### config.mk
export PLATFORM = sky130hd
export DESIGN_NAME = stopwatch_ctrl
export DESIGN_NICKNAME = d
export VERILOG_FILES = /design/src/rtl/stopwatch_ctrl.sv
export SDC_FILE = /design/constraint.sdc
export NUM_CORES = 1
export LEC_CHECK = 0
export BUFFER_PORTS_ARGS = -buffer_cell sky130_fd_sc_hd__clkbuf_2
export CAP_MARGIN = 15
export CORE_ASPECT_RATIO = 0.8
export CORE_MARGIN = 5
export CORE_UTILIZATION = 50
export DETAILED_ROUTE_END_ITERATION = 8
export PLACE_DENSITY = 0.73
export REMOVE_ABC_BUFFERS = 1
export SLEW_MARGIN = 20
export SYNTH_ARGS = -nofsm -noshare
export SYNTH_HDL_FRONTEND = slang
export SYNTH_SLANG_ARGS = --single-unit
### constraint.sdc
create_clock -name clk -period 2.5 [get_ports clk]
set_input_delay 0.25 -clock clk [delete_from_list [all_inputs] [get_ports clk]]
set_output_delay 0.25 -clock clk [all_outputs]
set_load 0.02 [all_outputs]
### src/rtl/stopwatch_ctrl.sv
// Run/pause/lap/clear sequencer for a centisecond/second/minute stopwatch chain.
// Converts debounced button pulses and the 10 ms tick into counter, clear and display-hold controls.
module stopwatch_ctrl #(
    parameter int HOLD_TICKS   = 300,
    parameter int MAX_LAPS     = 15,
    parameter int LAP_W        = 4,
    parameter bit STOP_ON_WRAP = 1'b1
) (
    input  logic             clk,
    input  logic             reset_n,
    input  logic             start_stop,
    input  logic             lap,
    input  logic             clear,
    input  logic             tick,
    input  logic             at_max,
    output logic             timer_en,
    output logic             count_en,
    output logic             count_clr,
    output logic             snap_load,
    output logic             disp_hold,
    output logic [LAP_W-1:0] lap_num,
    output logic [1:0]       state
);

    localparam int HOLD_W = $clog2(HOLD_TICKS + 1);

    typedef enum logic [1:0] {
        IDLE  = 2'b00,
        RUN   = 2'b01,
        LAP   = 2'b10,
        PAUSE = 2'b11
    } state_t;

    state_t             r_state;
    state_t             w_state_nxt;
    logic [LAP_W-1:0]   r_lap_num;
    logic [LAP_W-1:0]   w_lap_num_nxt;
    logic [LAP_W-1:0]   w_lap_num_inc;
    logic [HOLD_W-1:0]  r_hold;
    logic [HOLD_W-1:0]  w_hold_nxt;
    logic               r_count_clr;
    logic               w_count_clr_nxt;
    logic               r_snap_load;
    logic               w_snap_load_nxt;
    logic               w_timer_en;
    logic               w_wrap_stop;

    // A tick arriving at 59:59.99 must pause the chain instead of counting past it.
    assign w_wrap_stop   = STOP_ON_WRAP & tick & at_max;
    assign w_lap_num_inc = (r_lap_num < LAP_W'(MAX_LAPS)) ? r_lap_num + 1'b1 : r_lap_num;
    assign w_timer_en    = (r_state == RUN) || (r_state == LAP);

    // NOTE: every signal written below gets a default first so no path leaves it unassigned (no latch).
    always_comb begin
        w_state_nxt     = r_state;
        w_lap_num_nxt   = r_lap_num;
        w_hold_nxt      = r_hold;
        w_count_clr_nxt = 1'b0;
        w_snap_load_nxt = 1'b0;
        case (r_state)
            IDLE: begin
                if (clear) begin
                    w_count_clr_nxt = 1'b1;
                    w_lap_num_nxt   = '0;
                end else if (start_stop) begin
                    w_state_nxt = RUN;
                end
            end
            RUN: begin
                if (start_stop || w_wrap_stop) begin
                    w_state_nxt = PAUSE;
                end else if (lap) begin
                    w_state_nxt     = LAP;
                    w_snap_load_nxt = 1'b1;
                    w_hold_nxt      = HOLD_W'(HOLD_TICKS);
                    w_lap_num_nxt   = w_lap_num_inc;
                end
            end
            LAP: begin
                if (start_stop || w_wrap_stop) begin
                    w_state_nxt = PAUSE;
                    w_hold_nxt  = '0;
                end else if (lap) begin
                    w_snap_load_nxt = 1'b1;
                    w_hold_nxt      = HOLD_W'(HOLD_TICKS);
                    w_lap_num_nxt   = w_lap_num_inc;
                end else if (tick) begin
                    if (r_hold <= HOLD_W'(1)) begin
                        w_state_nxt = RUN;
                        w_hold_nxt  = '0;
                    end else begin
                        w_hold_nxt = r_hold - 1'b1;
                    end
                end
            end
            PAUSE: begin
                if (clear) begin
                    w_state_nxt     = IDLE;
                    w_count_clr_nxt = 1'b1;
                    w_lap_num_nxt   = '0;
                end else if (start_stop) begin
                    w_state_nxt = RUN;
                end
            end
            default: begin
                w_state_nxt = IDLE;
            end
        endcase
    end

    // NOTE: sequential state uses non-blocking assignments and an asynchronous active-low reset.
    always_ff @(posedge clk or negedge reset_n) begin
        if (!reset_n) begin
            r_state <= IDLE;
        end else begin
            r_state <= w_state_nxt;
        end
    end

    always_ff @(posedge clk or negedge reset_n) begin
        if (!reset_n) begin
            r_lap_num   <= '0;
            r_hold      <= '0;
            r_count_clr <= 1'b0;
            r_snap_load <= 1'b0;
        end else begin
            r_lap_num   <= w_lap_num_nxt;
            r_hold      <= w_hold_nxt;
            r_count_clr <= w_count_clr_nxt;
            r_snap_load <= w_snap_load_nxt;
        end
    end

    assign timer_en  = w_timer_en;
    assign count_en  = tick & w_timer_en & ~(STOP_ON_WRAP & at_max);
    assign count_clr = r_count_clr;
    assign snap_load = r_snap_load;
    assign disp_hold = (r_state == LAP);
    assign lap_num   = r_lap_num;
    assign state     = r_state;

endmodule

# Word-level counts from Yosys, hierarchy flattened

Index checks and enable logic that the tools add are counted.
Widths: inputs -> output; s select.

$add $sub $neg: 2
Bitwise gates (word level): 4
$lt $le $gt $ge: 2
Equality and inequality tests: 15
Mux-type cells: 27
Reduce and logical (&&, ||, !) cells: 9

Operators with widths:

| operator            | number |
|---|---|
| $mux 9              | 6 |
| $mux 2              | 9 |
| $pmux 9 s2          | 1 |
| $mux 4              | 4 |
| $le 9x1->1 const B  | 1 |
| $ne 3x2->1 const B  | 3 |
| $sub 9x1->9 const B | 1 |
| $ne 2x2->1 const B  | 4 |
| $pmux 2 s4          | 1 |
| $pmux 4 s2          | 1 |
| $reduce_and 4->1    | 2 |
| $ne 2x1->1 const B  | 3 |
| $mux 1              | 5 |
| $reduce_and 5->1    | 1 |
| $add 4x1->4 const B | 1 |
| $eq 2x2->1 const B  | 2 |
| $lt 4x4->1 const B  | 1 |
| $ne 4x3->1 const B  | 1 |
| $reduce_or 2->1     | 2 |
| $and 1x1->1         | 3 |
| $ne 3x1->1 const B  | 1 |
| $eq 2x1->1 const B  | 1 |
| $logic_not 2->1     | 1 |
| $logic_or 1x1->1    | 2 |
| other kinds (2)     | 2 |

Output and inout port bits: 11
Bits in registers: 17
Bits of input ports: 7

# Depth between registers and ports, before layout

Word-level depth: 6
Mapped depth: 6

# Least setup slack after synthesis

Ideal clock, no wire load.

Path type: register to register
Start point: reg r_state[0] (netlist: state[0])
End point: reg r_hold[4]
Data arrival time: 2046 ps
Stages on the path, launching flop included: 7
Setup slack: 336 ps
Cell sequence: dfrtp_1 inv_1 ha_1 or3b_1 a2bb2oi_1 nor4_1 a21o_1

Cells in the longest elaborated chain, start to end: 3
Elaborated cells on any way between the ends: 8
Classes of those cells: 5 x eq/ne; 1 x mux; 2 x reduce/logical

Ends and longest elaborated chain:

| what                                                                    | line | source |
|---|---|---|
| start, declared                                                         | 34   | `state_t r_state;` |
| start signal, assigned                                                  | 116  | `r_state <= w_state_nxt;` |
| $eq 2x2->1 (*)                                                          | n/a  |  |
| named net disp_hold                                                     | 20   | `output logic disp_hold,` |
| $ne 4x3->1 (no source line) / $reduce_bool 2->1 (equally long branches) | n/a  |  |
| $reduce_and 4->1 (no source line)                                       | n/a  |  |
| end signal, assigned                                                    | 128  | `r_hold <= w_hold_nxt;` |
| end, declared                                                           | 39   | `logic [HOLD_W-1:0] r_hold;` |

The timed path passes the listed nets; every way through them passes the cells marked *.
A chain may end at the register's enable or synchronous reset.

# Worst setup path after layout

Start point: reg r_state[1] (netlist: state[1])
End point: reg r_state[1] (netlist: state[1])

Cells in the longest elaborated chain, start to end: 3
Elaborated cells on any way between the ends: 14
Classes of those cells: 8 x eq/ne; 4 x mux; 2 x reduce/logical

Ends and longest elaborated chain:

| what                                                                   | line | source |
|---|---|---|
| $eq 2x2->1 (tied with other cells)                                     | 60   | `case (r_state)` |
| $ne 3x1->1 (no source line) (tied with other cells)                    | n/a  |  |
| $reduce_and 5->1 (no source line) / $pmux 2 s4 (equally long branches) | n/a  |  |

Parallel ways exist; a longest one is shown, timed or not. The select of a mux whose other input is x is not followed.

==> metrics.cfg <==
[synth]
synth_ff_type = dfrtp_1
yosysWarningCount = 0
synth_top_area_share = 0.359
synthSimpleGateAreaFrac = 0.227
muxShareOfSynthArea = 0.0180
yosys-top-cells-area = dfrtp_1 (36%), ha_1 (8.5%), inv_1 (3.2%)
syn_avg_cell_area_sq_um = 9.62
synth_largest_area_cell = dfrtp_1
synth_cell_type_count = 41
synth_xor_area_frac = 0.00740
synth_edf_count = 0
netlist_area_sq_um = 1180
ys_ff_latch = 17
yosysSeqAreaShare = 0.359
synth-adder-area-share = 0.0846
synth_top_family_by_area = compound AO/OA/AOI/OAI gates
async_flop_share = 1.00
netlist_instances = 123
synth_compound_area_frac = 0.268

[place]
routabilityCongestion = 0.783
dp_hpwl_um = 2140
place_ws_ps = 468
io_buffers = 17

[power]
power_density_nw_per_um2 = 1020
peakVddDrop_v = 0.000503
p_leak_uw = 0.000626

[worst_setup_path]
critPathMaxStageDelay_ps = 430
worstPathArrival_ps = 2270
critical_path.cell_chain = inv_1, ha_1, nor2b_1, o21ai_0, a22o_1, a221o_1
cp_num_buf_inv = 1
reg2reg_slack_ps = 420
critical_path_class = register to register
cp_slowest_cell = dfrtp_1
path_depth = 6
cp_top_family = compound AO/OA/AOI/OAI gates
start_kind = register
crit_path_max_fanout = 5
endpoint_kind = register
reg2reg_depth = 6
cp.required_ps = 2700

[sta]
setup_violations = 0
setup-tns-final_ps = 0
min_period_over_period = 0.830
finClkSkew_ps = 10.4
drv_slew = 0
rsz0062_at_grt = no
fin_ws_ps = 424
fin_crit_ps = 2080
fmax_mhz = 482
tightest_slew_ps = 544
hold_viol = 0
slew_headroom = 0.628

[detailed_routing]
routed_wl_um = 2840
drt_pre_antenna_iters = 4
viasPerCell = 6.45
vias = 1110
drt_iter0_drc = 63
drc_errors = 0
wl_per_cell_um = 16.5
postRouteAntennaNets = 0

[floorplanning]
initial_core_util = 0.534
ios = 18
rows = 15
fp.dieW_um = 64.4
coreArea_sq_um = 2210
die-area_sq_um = 3450
fp.dieH_um = 53.5

[global_routing]
grt_max_degree = 18
antenna_found_initial = 0
grt_first_pass_wirelength_um = 4710
grt_overflow_total = 0
grt_pass1_vias = 1032
grt.total_usage = 0.182

[flow_run]
cap_violations = 0

[clocking]
clock_path_buffers = 2
cts_hold_buf = 1
clk_pin_slew_worst_paths_ps = 110
cts_resized = 0
cts_tree = built
cts_root_buffer = clkbuf_4
numCtsBuffers = 3
clkSinkCount = 17
htreeDepth = 1
clock_latency_ps = 300
cts_setup_buffers = 0

[outcome]
status = completed

[worst_hold_path]
min_delay_path_depth = 3
hold_path.class = primary input to register

[finish]
area_growth_pct = 14.6
drive_gt1_frac = 0.224
diodes = 0
layout.nets = 163

-- flip-flops by register name, summed over array words and instances (netlist names) --
name / count
count_clr: 1
r_hold: 9
snap_load: 1
lap_num: 4
state: 2
-- logic make-up after synthesis --
family                   after synthesis
buffers and inverters                 11
AO/OA/AOI/OAI                         41
adder cells (fa/ha/maj)                8
flip-flops                            17
AND/OR/NAND/NOR                       43
XOR/XNOR                               1
multiplexers                           2
-- final cells by class --
type	count	area, sq um
Sequential cell	17	425
Multi-Input combinational cell	95	717
Fill cell	192	858
Clock inverter	1	5.00
Clock buffer	3	22.5
Tap cell	25	31.3
Timing Repair Buffer	21	118
Inverter	10	37.5
-- cells in the final DEF (no fill, tap or decap), types with 4 or more instances in the layout --
cell type	count
dfrtp_1	17
clkbuf_2	17
inv_1	10
nor2_1	9
ha_1	8
o21ai_0	6
a21oi_1	6
nand2_1	5
or3_1	5
nor2b_1	4
a31oi_1	4
o22a_1	4
-- routing by layer --
layer  wire, um  GRT usage  vias to the layer above
li1           -          -                      525
met1       1280      0.233                      516
met2       1290      0.293                       63
met3        235     0.0594                        6
met4         36     0.0596                        0
met5          0          0                        -
-- worst paths after layout --
check                      startpoint          to
max                          state[1]    state[1]
min                               lap   snap_load
max reg2reg                  state[1]    state[1]
min reg2reg                lap_num[0]  lap_num[0]
max in group asynchronous     reset_n  lap_num[0]
min in group asynchronous     reset_n    state[0]
-- stage by stage --
step | instance area, sq um | power (uW) | util | instances | hold WS (ps)
final | 1360 | 1390 | 0.612 | 172 | 285
after global routing | 1360 | 1500 | 0.612 | 172 | 300
after CTS | 1360 | 1390 | 0.612 | 172 | 281
after detailed placement | 1320 | 1230 | 0.595 | 167 | 220
after global placement | 1320 | 1220 | 0.595 | 167 | 211
after floorplan | 1180 | 986 | - | 122 | -45.6
-- tightest hold or removal path, cell delays in order --
cell      delay [ps]
clkbuf_2         160
nand3_1          110
inv_1             40
-- power by group --
| group | internal, uW | leakage, uW | switching, uW |
|---|---|---|---|
| combinational | 333 | 0.000396 | 455 |
| sequential | 348 | 0.000213 | 101 |
| clock | 59.7 | 0.0000177 | 93.7 |
-- cell usage after synthesis (2+ instances only) --
master	number
a21o_1	3
nand3b_1	2
ha_1	8
nor3b_1	2
inv_1	10
nand2_1	5
nand3_1	2
o31ai_1	3
o21ai_0	6
o2bb2ai_1	2
nor2b_1	4
a21oi_1	6
nor4_1	3
dfrtp_1	17
or2_2	2
a31oi_1	4
o22a_1	4
a221oi_1	2
nor2_1	9
or3_1	5
a211oi_1	2
nor3_1	3
Note: power is estimated with default switching activity, not from simulation.
